File: config.mk
export PLATFORM = sky130hd
export DESIGN_NAME = polinomio_horner_flat
export DESIGN_NICKNAME = d
export VERILOG_FILES = /design/src/rtl/polinomio_horner_pkg.sv /design/src/rtl/polinomio_horner_if.sv /design/src/rtl/polinomio_horner_ula.sv /design/src/rtl/polinomio_horner.sv /design/src/flat_wrapper.sv
export SDC_FILE = /design/constraint.sdc
export NUM_CORES = 1
export LEC_CHECK = 0
export ABC_CLOCK_PERIOD_IN_PS = 6100
export CORE_ASPECT_RATIO = 1.5
export CORE_MARGIN = 2
export CORE_UTILIZATION = 40
export CTS_CLUSTER_SIZE = 10
export DETAILED_ROUTE_END_ITERATION = 8
export PLACE_DENSITY = 0.57
export SYNTH_ARGS = -nofsm -noshare
export SYNTH_HDL_FRONTEND = slang
export SYNTH_SLANG_ARGS = --single-unit
File: constraint.sdc
create_clock -name clk -period 6.1 [get_ports clk]
set_input_delay 0.915 -clock clk [delete_from_list [all_inputs] [get_ports clk]]
set_output_delay 0.915 -clock clk [all_outputs]
set_load 0.05 [all_outputs]
File: src/rtl/polinomio_horner_pkg.sv
// Shared constants for the Horner polynomial evaluator: FSM state encodings,
// ALU opcodes and the coefficient address width helper.
package polinomio_horner_pkg;

   typedef enum logic [2:0] {
      ST_IDLE = 3'd0,
      ST_LOAD = 3'd1,
      ST_MUL  = 3'd2,
      ST_ADD  = 3'd3,
      ST_DONE = 3'd4
   } state_t;

   localparam logic OP_ADD = 1'b0;
   localparam logic OP_MUL = 1'b1;

   // Address width for DEGREE+1 coefficients, never narrower than one bit.
   function automatic int calc_aw(input int degree);
      if (degree + 1 <= 1) return 1;
      return $clog2(degree + 1);
   endfunction

endpackage

File: src/rtl/polinomio_horner_if.sv
// Coefficient-write, start and result bundle of the Horner evaluator.
// AW must equal polinomio_horner_pkg::calc_aw(DEGREE) of the attached core.
interface polinomio_horner_if #(
   parameter int WIDTH = 16,
   parameter int AW    = 2
) ();
   logic             coef_we;
   logic [AW-1:0]    coef_addr;
   logic [WIDTH-1:0] coef_data;
   logic             start;
   logic [WIDTH-1:0] x;
   logic             busy;
   logic             done;
   logic [WIDTH-1:0] resultado;
   logic             ovf;

   modport master (
      output coef_we, coef_addr, coef_data, start, x,
      input  busy, done, resultado, ovf
   );

   modport slave (
      input  coef_we, coef_addr, coef_data, start, x,
      output busy, done, resultado, ovf
   );
endinterface

File: src/rtl/polinomio_horner_ula.sv
// ula_param: WIDTH-bit unsigned add/multiply unit; carry flags a result that
// does not fit in WIDTH bits (sum carry-out or non-zero product high half).
module ula_param
   import polinomio_horner_pkg::*;
#(
   parameter int WIDTH = 16
) (
   input  logic [WIDTH-1:0] a,
   input  logic [WIDTH-1:0] b,
   input  logic             op,
   output logic [WIDTH-1:0] result,
   output logic             carry
);
   logic [2*WIDTH-1:0] prod;
   logic [WIDTH:0]     sum;

   always_comb begin
      prod   = {{WIDTH{1'b0}}, a} * {{WIDTH{1'b0}}, b};
      sum    = {1'b0, a} + {1'b0, b};
      result = sum[WIDTH-1:0];
      carry  = sum[WIDTH];
      if (op == OP_MUL) begin
         result = prod[WIDTH-1:0];
         carry  = |prod[2*WIDTH-1:WIDTH];
      end
   end
endmodule

File: src/rtl/polinomio_horner.sv
// Horner-rule evaluator of p(x) = sum coef[i]*x^i modulo 2^WIDTH.
// Define POLINOMIO_HORNER_OVF_EN to build the sticky overflow flag.
module polinomio_horner
   import polinomio_horner_pkg::*;
#(
   parameter int WIDTH  = 16,
   parameter int DEGREE = 2
) (
   input  logic              clk,
   input  logic              rst,
   polinomio_horner_if.slave bus
);
   localparam int AW = calc_aw(DEGREE);
   localparam logic [AW-1:0] I_TOP = AW'((DEGREE > 0) ? DEGREE - 1 : 0);

   state_t           state_reg, state_next;
   logic [WIDTH-1:0] coef_reg [DEGREE+1];
   logic [DEGREE:0]  coef_sel;
   logic [WIDTH-1:0] acc_reg, x_reg, resultado_reg;
   logic [AW-1:0]    i_reg;
   logic [WIDTH-1:0] coef_rd;
   logic             alu_op;
   logic [WIDTH-1:0] alu_b, alu_y;
   logic             alu_carry;
   logic             coef_wr_ok;

   // Writes land only in IDLE; out-of-range addresses select no entry.
   assign coef_wr_ok = bus.coef_we && (state_reg == ST_IDLE);

   generate
      for (genvar gi = 0; gi <= DEGREE; gi++) begin : g_sel
         assign coef_sel[gi] = coef_wr_ok && (bus.coef_addr == AW'(gi));
      end
   endgenerate

   always_ff @(posedge clk) begin
      for (int k = 0; k <= DEGREE; k++) begin
         if (rst) begin
            coef_reg[k] <= '0;
         end else if (coef_sel[k]) begin
            coef_reg[k] <= bus.coef_data;
         end
      end
   end

   assign coef_rd = coef_reg[i_reg];

   always_ff @(posedge clk) begin
      if (rst) state_reg <= ST_IDLE;
      else     state_reg <= state_next;
   end

   always_comb begin
      state_next = state_reg;
      alu_op     = OP_ADD;
      alu_b      = coef_rd;
      case (state_reg)
         ST_IDLE: if (bus.start) state_next = ST_LOAD;
         ST_LOAD: state_next = (DEGREE == 0) ? ST_DONE : ST_MUL;
         ST_MUL: begin
            alu_op     = OP_MUL;
            alu_b      = x_reg;
            state_next = ST_ADD;
         end
         ST_ADD:  state_next = (i_reg == '0) ? ST_DONE : ST_MUL;
         ST_DONE: state_next = ST_IDLE;
         default: state_next = ST_IDLE;
      endcase
   end

   ula_param #(.WIDTH(WIDTH)) u_ula (
      .a      (acc_reg),
      .b      (alu_b),
      .op     (alu_op),
      .result (alu_y),
      .carry  (alu_carry)
   );

   always_ff @(posedge clk) begin
      if (rst) begin
         acc_reg       <= '0;
         x_reg         <= '0;
         i_reg         <= '0;
         resultado_reg <= '0;
      end else begin
         case (state_reg)
            ST_IDLE: if (bus.start) x_reg <= bus.x;
            ST_LOAD: begin
               acc_reg <= coef_reg[DEGREE];
               i_reg   <= I_TOP;
               if (DEGREE == 0) resultado_reg <= coef_reg[0];
            end
            ST_MUL: acc_reg <= alu_y;
            ST_ADD: begin
               acc_reg <= alu_y;
               if (i_reg == '0) resultado_reg <= alu_y;
               else             i_reg         <= i_reg - 1'b1;
            end
            default: ;
         endcase
      end
   end

`ifdef POLINOMIO_HORNER_OVF_EN
   logic ovf_reg;

   always_ff @(posedge clk) begin
      if (rst) begin
         ovf_reg <= 1'b0;
      end else if (state_reg == ST_IDLE && bus.start) begin
         ovf_reg <= 1'b0;
      end else if ((state_reg == ST_MUL || state_reg == ST_ADD) && alu_carry) begin
         ovf_reg <= 1'b1;
      end
   end

   assign bus.ovf = ovf_reg;
`else
   logic unused_alu_carry;
   assign unused_alu_carry = alu_carry;
   assign bus.ovf          = 1'b0;
`endif

   assign bus.busy      = (state_reg != ST_IDLE);
   assign bus.done      = (state_reg == ST_DONE);
   assign bus.resultado = resultado_reg;
endmodule

File: src/flat_wrapper.sv
// flat-port wrapper written by rule: the top's interface ports become plain ports
module polinomio_horner_flat import polinomio_horner_pkg::*;
#(
   parameter int WIDTH  = 16,
   parameter int DEGREE = 2
)
  (clk, rst, bus_coef_we, bus_coef_addr, bus_coef_data, bus_start, bus_x, bus_busy, bus_done, bus_resultado, bus_ovf);
  polinomio_horner_if #(.WIDTH(WIDTH), .AW(2)) bus_i ();
  input  logic clk;
  input  logic rst;
  input wire logic [$bits(bus_i.coef_we)-1:0] bus_coef_we;
  input wire logic [$bits(bus_i.coef_addr)-1:0] bus_coef_addr;
  input wire logic [$bits(bus_i.coef_data)-1:0] bus_coef_data;
  input wire logic [$bits(bus_i.start)-1:0] bus_start;
  input wire logic [$bits(bus_i.x)-1:0] bus_x;
  output wire logic [$bits(bus_i.busy)-1:0] bus_busy;
  output wire logic [$bits(bus_i.done)-1:0] bus_done;
  output wire logic [$bits(bus_i.resultado)-1:0] bus_resultado;
  output wire logic [$bits(bus_i.ovf)-1:0] bus_ovf;
  assign bus_i.coef_we = bus_coef_we;
  assign bus_i.coef_addr = bus_coef_addr;
  assign bus_i.coef_data = bus_coef_data;
  assign bus_i.start = bus_start;
  assign bus_i.x = bus_x;
  assign bus_busy = bus_i.busy;
  assign bus_done = bus_i.done;
  assign bus_resultado = bus_i.resultado;
  assign bus_ovf = bus_i.ovf;
  polinomio_horner #(.WIDTH(WIDTH), .DEGREE(DEGREE)) u_core (.clk(clk), .rst(rst), .bus(bus_i));
endmodule
; ---- Yosys cells after proc, flatten, opt, wreduce, memory -nomap -nowiden
; Memory sizes are Yosys's and may differ from the RTL's. A register that Yosys moved wholly into a read port is not among the register bits.
; Cells that the tools add are included.
[totals]
memories = 1
mem_bits_rw = 48
register_bits = 53
in_bits = 38
[mem_list]
columns = name, depth, width, read_ports, rd_ports_with_merged_regs, wr, line
row1 = u_core.coef_reg, 3, 16, 2, 1, 3, polinomio_horner.sv:17  ; logic [WIDTH-1:0] coef_reg [DEGREE+1];
[classes]
reduce_logical = 14
muxes = 25
add_sub_neg = 2
multipliers = 1
n_eq_ne = 8
bitwise_logic = 3
[op_table]
columns = op, n
row1 = 2-to-1 mux 16 bit, 5
row2 = case mux 16 bit (2 select lines), 1
row3 = adder 16 bit, 1
row4 = multiplier 16 x 16 -> 16 bit, 1
row5 = 2-to-1 mux 1 bit, 12
row6 = case mux 3 bit (4 select lines), 1
row7 = "== test 3 x 2 -> 1 bit, second input constant", 2
row8 = 2-to-1 mux 2 bit, 3
row9 = 2-to-1 mux 3 bit, 2
row10 = AND reduction 2 bit, 3
row11 = logical AND 1 bit, 4
row12 = logical NOT 2 bit, 2
row13 = "!= test 2 bit, second input constant", 2
row14 = case mux 2 bit (2 select lines), 1
row15 = nonzero test 2 bit, 2
row16 = "== test 3 x 1 -> 1 bit, second input constant", 1
row17 = "== test 3 bit, second input constant", 1
row18 = logical NOT 3 bit, 1
row19 = OR 1 bit, 3
row20 = nonzero test 3 bit, 1
row21 = "== test 2 x 1 -> 1 bit, second input constant", 1
row22 = "== test 2 bit, second input constant", 1
row23 = OR reduction 2 bit, 1
row24 = "subtractor 2 x 1 -> 2 bit, second input constant", 1

; ---- Longest topological paths before layout
; Gate-level depths: netlist of the first run.
[depth]
ltp_word = 7
ltp_mapped = 29

; ---- Hierarchy
; From an unflattened synthesis of the first run, not the netlist that was laid out.
[unflattened]
cells_unflattened = 1576
area_unflattened_um2 = 14099.8
[by_module_without_submodules]
columns = mod, area_each_um2, seq_area_each_um2, n_inst, cells_each
row1 = ula_param, 9576.7, 0.0, 1, 1130
row2 = polinomio_horner, 4523.1, 2542.4, 1, 446

; ---- Least setup slack after synthesis of the first run
; Ideal clock, no wire load.
[synth_timing]
path_kind = register to register
from = register u_core.state_reg[1]
to = register u_core.acc_reg[15]
stages_incl_launch_ff = 27
n_path_buf = 4
setup_ns = 0.132
synth_period_minus_slack_ns = 6.548
setup_slack_ns = -0.448
arrival_time_ns = 6.416
path_cell_list = dfxtp_1 buf_2 nor3b_4 buf_4 buf_4 nand2_1 o31a_1 inv_2 clkbuf_1 nand2_1 fa_1 fa_1 fa_1 fa_1 inv_1 fa_1 inv_1 fa_1 inv_1 ha_1 a21o_1 a31o_2 a2111oi_0 or3_1 xor2_1 a221oi_2 nor3_1
[synth_via]
elab_chain_cells = 5
word_cells_on_any_way = 11
classes_between = add/sub: 1 / mul: 1 / eq/ne: 3 / mux: 4 / reduce/logical: 2
[synth_rtl]
columns = element, line
row1 = "start, declared", polinomio_horner.sv:16  ; state_t state_reg, state_next;
row2 = "start signal, assigned", polinomio_horner.sv:50  ; else state_reg <= state_next;
row3 = == test 3 x 2 -> 1 bit, "polinomio_horner.sv:57, polinomio_horner.sv:86"
row4 = 2-to-1 mux 16 bit, polinomio_horner.sv:57  ; case (state_reg)
row5 = multiplier 16 x 16 -> 16 bit or adder 16 bit (tied branches), "polinomio_horner_ula.sv:18, polinomio_horner_ula.sv:19"
row6 = 2-to-1 mux 16 bit, polinomio_horner_ula.sv:22  ; if (op == OP_MUL) begin
row7 = case mux 16 bit (2 select lines), polinomio_horner.sv:86  ; case (state_reg)
row8 = "end signal, assigned", polinomio_horner.sv:89  ; acc_reg <= coef_reg[DEGREE];
row9 = "end signal, assigned", polinomio_horner.sv:93  ; ST_MUL: acc_reg <= alu_y;
row10 = "end signal, assigned", polinomio_horner.sv:95  ; acc_reg <= alu_y;
row11 = "end, declared", polinomio_horner.sv:19  ; logic [WIDTH-1:0] acc_reg, x_reg, resultado_reg;
; Several ways; a longest one is shown, not always the timed one.
; A chain may end at the register's enable or synchronous reset.

; ---- Worst setup path in the final report of the first run
[layout_timing]
from = register u_core.state_reg[0]
to = register u_core.acc_reg[15]
; Same word-level chain as after synthesis.

==> results of run 1 <==
-- power groups by stage --
stage	clock network (mW)	registers [mW]	logic, mW
after global routing	0.614	0.831	1.62
after CTS	0.584	0.825	1.40
after floorplan	0	0.822	0.835
after detailed placement	0	0.840	1.32
after global placement	0	0.839	1.31
final	0.575	0.826	1.45
-- through the flow --
step	TNS [ns]	setup slack [ns]	cell area (um2)	power, mW
2_1_floorplan	0	0.005155	9246	1.656
3_3_place_gp	-0.4416	-0.1870	10530	2.144
3_5_place_dp	-0.7594	-0.2569	10530	2.164
4_1_cts	-0.3630	-0.2061	11030	2.808
5_1_grt	-0.8634	-0.3948	11190	3.066
6_report	-0.09534	-0.09534	11190	2.855
-- cell type report --
class	instances	share of cell area
clock buffers	13	0.02415
multi-input cells	742	0.5516
flip-flops and latches	103	0.2279
well taps	276	0.03086
repair buffers	157	0.1204
inverters	127	0.04294
clock inverters	3	0.002125
-- kinds of logic (layout without fill, tap and decap cells) --
| family | Yosys count | after routing | synth area share |
|---|---|---|---|
| mux | 12 | 12 | 0.01421 |
| other cells | 1 | 1 | 0.0004094 |
| buf+inv | 176 | 300 | 0.07678 |
| xor+xnor | 50 | 50 | 0.05478 |
| compound gates | 151 | 151 | 0.1059 |
| simple gates | 381 | 381 | 0.2040 |
| flops | 103 | 103 | 0.2776 |
| fa+ha+maj | 147 | 147 | 0.2664 |
-- Yosys cell counts (3+ instances only) --
cell	instances
o21ai_1	3
o21ai_0	20
buf_4	3
a21oi_1	57
buf_6	3
dfxtp_1	55
a211oi_1	25
nor2b_1	18
fa_1	80
xnor3_1	3
inv_1	122
mux2i_1	7
nand3_1	7
buf_2	7
and2_1	101
mux2_2	4
nor3_1	23
clkbuf_1	34
xor2_1	19
nor2_1	64
xnor2_1	26
edfxtp_1	48
o21a_1	3
ha_1	67
nand2b_1	12
o31a_1	4
o221ai_1	3
or2_2	3
o22ai_1	4
nand2_1	138
inv_2	3
a21o_1	7
nor4_1	3
-- metal layers --
| layer | GRT usage | vias up | wire length, um |
|---|---|---|---|
| li1 | - | 3547 | - |
| met1 | 0.2459 | 3521 | 9777 |
| met2 | 0.4223 | 150 | 14140 |
| met3 | 0.01413 | 53 | 599 |
| met4 | 0.1179 | 0 | 1241 |
| met5 | 0 | - | 0 |
-- worst max-delay path, cell delays in order, from the launching register on --
cell	delay (ns)
dfxtp_4	0.36
or3b_4	0.49
mux2_4	0.36
buf_6	0.13
and2_1	0.15
fa_1	0.47
inv_1	0.05
fa_1	0.51
fa_1	0.43
fa_1	0.49
inv_1	0.05
fa_1	0.47
inv_1	0.05
fa_1	0.47
inv_1	0.06
ha_4	0.22
a21o_1	0.16
a31o_2	0.24
a2111oi_2	0.30
or3_4	0.21
xor2_2	0.07
a221oi_2	0.24
nor3_1	0.06
-- path summary, 6_finish.rpt --
kind                                               from                 endpoint  slack [ns]  depth (start not counted)
worst min-delay path            u_core.bus.resultado[0]  u_core.bus.resultado[0]        0.45                          2
worst min register to register  u_core.bus.resultado[0]  u_core.bus.resultado[0]        0.45                          2
worst max register to register      u_core.state_reg[0]       u_core.acc_reg[15]        -0.1                         22
worst max-delay path                u_core.state_reg[0]       u_core.acc_reg[15]        -0.1                         22
-- what timing repair did --
action                     in CTS  in global routing
cloned                          0                  0
hold endpoints to repair        0                  0
resized for setup              32                 28
pin swaps                      24                 11
setup endpoints to repair       6                  9
setup buffers                  15                  3
==> impl_metrics.json, run 1 <==
{
  "routabilityCongestion": 0.8891,
  "netlist_area_um2": 9159,
  "fp.dieArea_um2": 24150,
  "period_share": 1.016,
  "wl_per_cell_um": 18.13,
  "port_buffers": 55,
  "grt_pass1_wl_um": 41100,
  "rsz0062_at_grt": "true",
  "num_antenna_cells": 0,
  "dp_hpwl_um": 21020,
  "fin_util": 0.4999,
  "cp-end-kind": "flip-flop",
  "cts_tree": "yes",
  "p_comb_frac": 0.509,
  "start_util": 0.4092,
  "post-route-drc-count": 0,
  "mostFrequentLayoutCells": "nand2_1, inv_1, and2_1",
  "cp_max_fo": 8,
  "largest_register_ffs": 48,
  "p_leak_nw": 4.928,
  "grt.overflow.total": 0,
  "seqPwrFrac": 0.289,
  "fp.dieH_um": 189.3,
  "p_sw_frac": 0.3913,
  "ys_seq_elements": 103,
  "clockBufferDepth": 2,
  "yosys.area.top_type": "fa_1",
  "hold_class": "flip-flop to flip-flop",
  "rows": 67,
  "layoutNonFillerInstCount": 1421,
  "fin_skew_ns": 0.006019,
  "switchingPower_mw": 1.117,
  "drt-initial-drc-count": 294,
  "drtPass1Iterations": 5,
  "synth_top_cell_area_share": 0.1749,
  "final_common_cell": "nand2_1",
  "power.density_nw_per_um2": 255.2,
  "synth_ff_type": "dfxtp_1",
  "required_ns": 6.31,
  "yosys.cell_types.count": 66,
  "numClockSinks": 103,
  "area_growth_pct": 22.17,
  "layout.nets": 1325,
  "clock_latency_ns": 0.35,
  "dpl.cell_count": 1388,
  "setup_violations": 1,
  "synth_nets": 1206,
  "grt_max_degree": 60,
  "via_per_inst": 5.117,
  "pwr-share-clk": 0.201,
  "hold_ws_ns": 0.4548,
  "nFillCells": 2123,
  "max_freq_mhz": 161.4,
  "cts_made_buffers": 9,
  "grt_pass1_vias": 7693,
  "syn_area_per_cell_um2": 8.970,
  "seq_area_um2": 2550,
  "vdd_drop_max_v": 0.0001706,
  "htreeDepth": 3,
  "status": "finished, violations left",
  "fp.coreArea_um2": 22380,
  "worstSetupPathType": "flip-flop to flip-flop",
  "ant_nets": 0,
  "synth_seq_area_share": 0.2776,
  "internal_power_mw": 1.738,
  "slew_viol_final": 0,
  "vias": 7271,
  "setup_ws_ns": -0.09534,
  "root_buffer": "clkbuf_16",
  "antenna_found_initial": 0,
  "cp.arrival_ns": 6.41,
  "cts.clk_slew.worst_paths_ns": 0.07,
  "drv_cap": 0,
  "violations": "negative setup slack",
  "drive_above_1_share": 0.1651,
  "hold_buffers": 0,
  "maxSlewHeadroom": 0.3089,
  "fin_crit_ns": 6.195,
  "grt_use_total": 0.2231,
  "async_flop_share": 0,
  "wirelength_um": 25760,
  "syn_inst": 1021,
  "startpoint_type": "flip-flop",
  "synth_edf_count": 48,
  "finalHoldViolations": 0,
  "dieWidth_um": 127.6,
  "synthTopCellsByArea": "fa_1, edfxtp_1, dfxtp_1, ha_1, and2_1",
  "io_pins": 57,
  "worst_pin_slew_ns": 1.033,
  "synth_warnings": 0,
  "multiInputGateArea_um2": 6172
}
No activity file was read; power rests on OpenSTA's default activity.
==> inputs of run 2 (changes only) <==
- CAP_MARGIN: not set -> 5
==> results of run 2 <==
The final DEF is identical to that of run 1; final timing and power are the same.
==> inputs of run 3 (changes only) <==
- SETUP_SLACK_MARGIN: not set -> 0.02
==> run 3 against run 2 <==
  * The flow still finishes with violations (negative setup slack)
  * Clock skew about the same
  * Critical path depth grew 2
  * Largest cell class unchanged
  * Routed wire length decreased by 0.40%
  * Hold slack improved by 0.0012 ns
  * Total power shrank 2.3%
  * Largest power group unchanged
  * Global-route usage decreased by 0.31 points
  * Non-clock buffer count fell by 6
  * Sequential power increased by 0.6%
  * Register-to-register slack gained 0.05 ns
==> impl_metrics.json, run 3 (same netlist as run 1, synthesis figures left out) <==
{
  "status": "finished, violations left",
  "violations": "negative setup slack",
  "p_leak_nw": 4.895,
  "hold_class": "flip-flop to flip-flop",
  "final_common_cell": "nand2_1",
  "rsz0062_at_grt": "true",
  "max_freq_mhz": 162.7,
  "drive_above_1_share": 0.1528,
  "layout.nets": 1319,
  "grt_pass1_vias": 7688,
  "period_share": 1.008,
  "startpoint_type": "flip-flop",
  "fin_skew_ns": 0.006100,
  "fp.dieArea_um2": 24150,
  "mostFrequentLayoutCells": "nand2_1, inv_1, and2_1",
  "hold_buffers": 0,
  "wirelength_um": 25650,
  "cp.arrival_ns": 6.36,
  "rows": 67,
  "grt_use_total": 0.2200,
  "clock_latency_ns": 0.36,
  "crit_family": "adder cells",
  "grt_pass1_wl_um": 40910,
  "root_buffer": "clkbuf_16",
  "slew_viol_final": 0,
  "hold_ws_ns": 0.4560,
  "setup_ws_ns": -0.04675,
  "power.total_mw": 2.789,
  "num_antenna_cells": 0,
  "htreeDepth": 3,
  "cp-end-kind": "flip-flop",
  "area_growth_pct": 21.46,
  "vdd_drop_max_v": 0.0002835,
  "grt.overflow.total": 0,
  "numClockSinks": 103,
  "multiInputGateArea_um2": 6141,
  "fp.dieH_um": 189.3,
  "worst_pin_slew_ns": 1.008,
  "dp_hpwl_um": 20890,
  "crit_slowest_cell": "fa_1",
  "start_util": 0.4092,
  "crit_cells": 24,
  "clockBufferDepth": 2,
  "vias": 7306,
  "cp_num_buf_inv": 5,
  "antenna_found_initial": 0,
  "via_per_inst": 5.163,
  "cp_cell_sequence": "buf_12 -> mux2_4 -> o211ai_2 -> nand2_1 -> buf_6 -> and2_1 -> fa_1 -> inv_1 -> fa_1 -> inv_1 -> fa_1 -> fa_1 -> inv_1 -> fa_1 -> fa_2 -> xor2_1 -> xnor2_1 -> xnor2_1 -> xnor2_1 -> xnor2_1 -> xor3_1 -> xor2_1 -> a221oi_2 -> nor3_1",
  "rr_worst_depth": 24,
  "power.density_nw_per_um2": 250.7,
  "io_pins": 57,
  "worstSetupPathType": "flip-flop to flip-flop",
  "required_ns": 6.31,
  "wl_per_cell_um": 18.13,
  "port_buffers": 55,
  "cpMostUsedCell": "fa_1",
  "nFillCells": 2148,
  "setup_violations": 1,
  "fin_crit_ns": 6.147,
  "routabilityCongestion": 0.9480,
  "min-delay-start": "u_core.x_reg[2]",
  "cp_max_fo": 10,
  "drtPass1Iterations": 5,
  "cts.clk_slew.worst_paths_ns": 0.07,
  "maxSlewHeadroom": 0.3255,
  "post-route-drc-count": 0,
  "grt_max_degree": 60,
  "drv_cap": 0,
  "dieWidth_um": 127.6,
  "ant_nets": 0,
  "cts_tree": "yes",
  "cts_made_buffers": 9,
  "seq_area_um2": 2554,
  "finalHoldViolations": 0,
  "fp.coreArea_um2": 22380,
  "largest_register_ffs": 48,
  "holdPathStages": 2,
  "drt-initial-drc-count": 396,
  "max_stage_delay_ns": 0.54
}
==> run 3: cell count changes in the layout (fill, tap and decap cells not counted), moves of 3 or more <==
cell	delta
buf_4	-7
xor2_2	-4
inv_2	-3
clkbuf_8	-3
xor2_1	+4
==> run 3: through the flow <==
stage / util / worst slack (ns) / area (um2) / std cells / setup TNS, ns
6_report: 0.4970 / -0.04675 / 11120 / 1415 / -0.04675
3_3_place_gp: 0.4729 / -0.1070 / 10590 / 1393 / -0.3785
2_1_floorplan: - / 0.03581 / 9249 / 1021 / 0
4_1_cts: 0.4882 / -0.07022 / 10930 / 1410 / -0.1259
3_5_place_dp: 0.4729 / -0.2178 / 10590 / 1393 / -0.6996
5_1_grt: 0.4970 / -0.3001 / 11120 / 1415 / -0.8840
==> run 3: power by group <==
group          total, mW  switching [mW]  internal, mW  leakage, nW
Clock              0.541           0.265         0.277        0.133
Sequential         0.831          0.0605         0.771        0.953
Combinational       1.42           0.778         0.639         3.81
==> run 3: layout make-up <==
class / instances / share of cell area
multi-input cells: 742 / 0.5520
flip-flops and latches: 103 / 0.2296
clock buffers: 9 / 0.02025
clock inverters: 7 / 0.004274
repair buffers: 151 / 0.1194
well taps: 276 / 0.03104
inverters: 127 / 0.04341
==> run 3: worst min-delay path, stage by stage (launching register included) <==
cell	delay, ns
dfxtp_1	0.31
nand2_1	0.05
a21oi_1	0.05
==> run 3: metal layers <==
metal | vias to the layer above | global-route usage | wire [um]
li1 | 3535 | - | -
met3 | 54 | 0.01978 | 847
met5 | - | 0 | 0
met1 | 3538 | 0.2469 | 9721
met4 | 0 | 0.09890 | 1076
met2 | 179 | 0.4157 | 14010
==> run 3: path summary, 6_finish.rpt <==
check / to / slack, ns
hold reg to reg: u_core.x_reg[2] / 0.46
setup / recovery: u_core.acc_reg[15] / -0.05
setup reg to reg: u_core.acc_reg[15] / -0.05
hold / removal: u_core.x_reg[2] / 0.46
==> run 3: what timing repair did <==
item / 4_1_cts / 5_1_grt
endpoints found under the hold margin: 0 / 0
setup endpoints to repair: 6 / 8
setup buffers: 1 / 4
pin swaps: 8 / 15
cloned: 0 / 1
gates resized for setup: 16 / 32
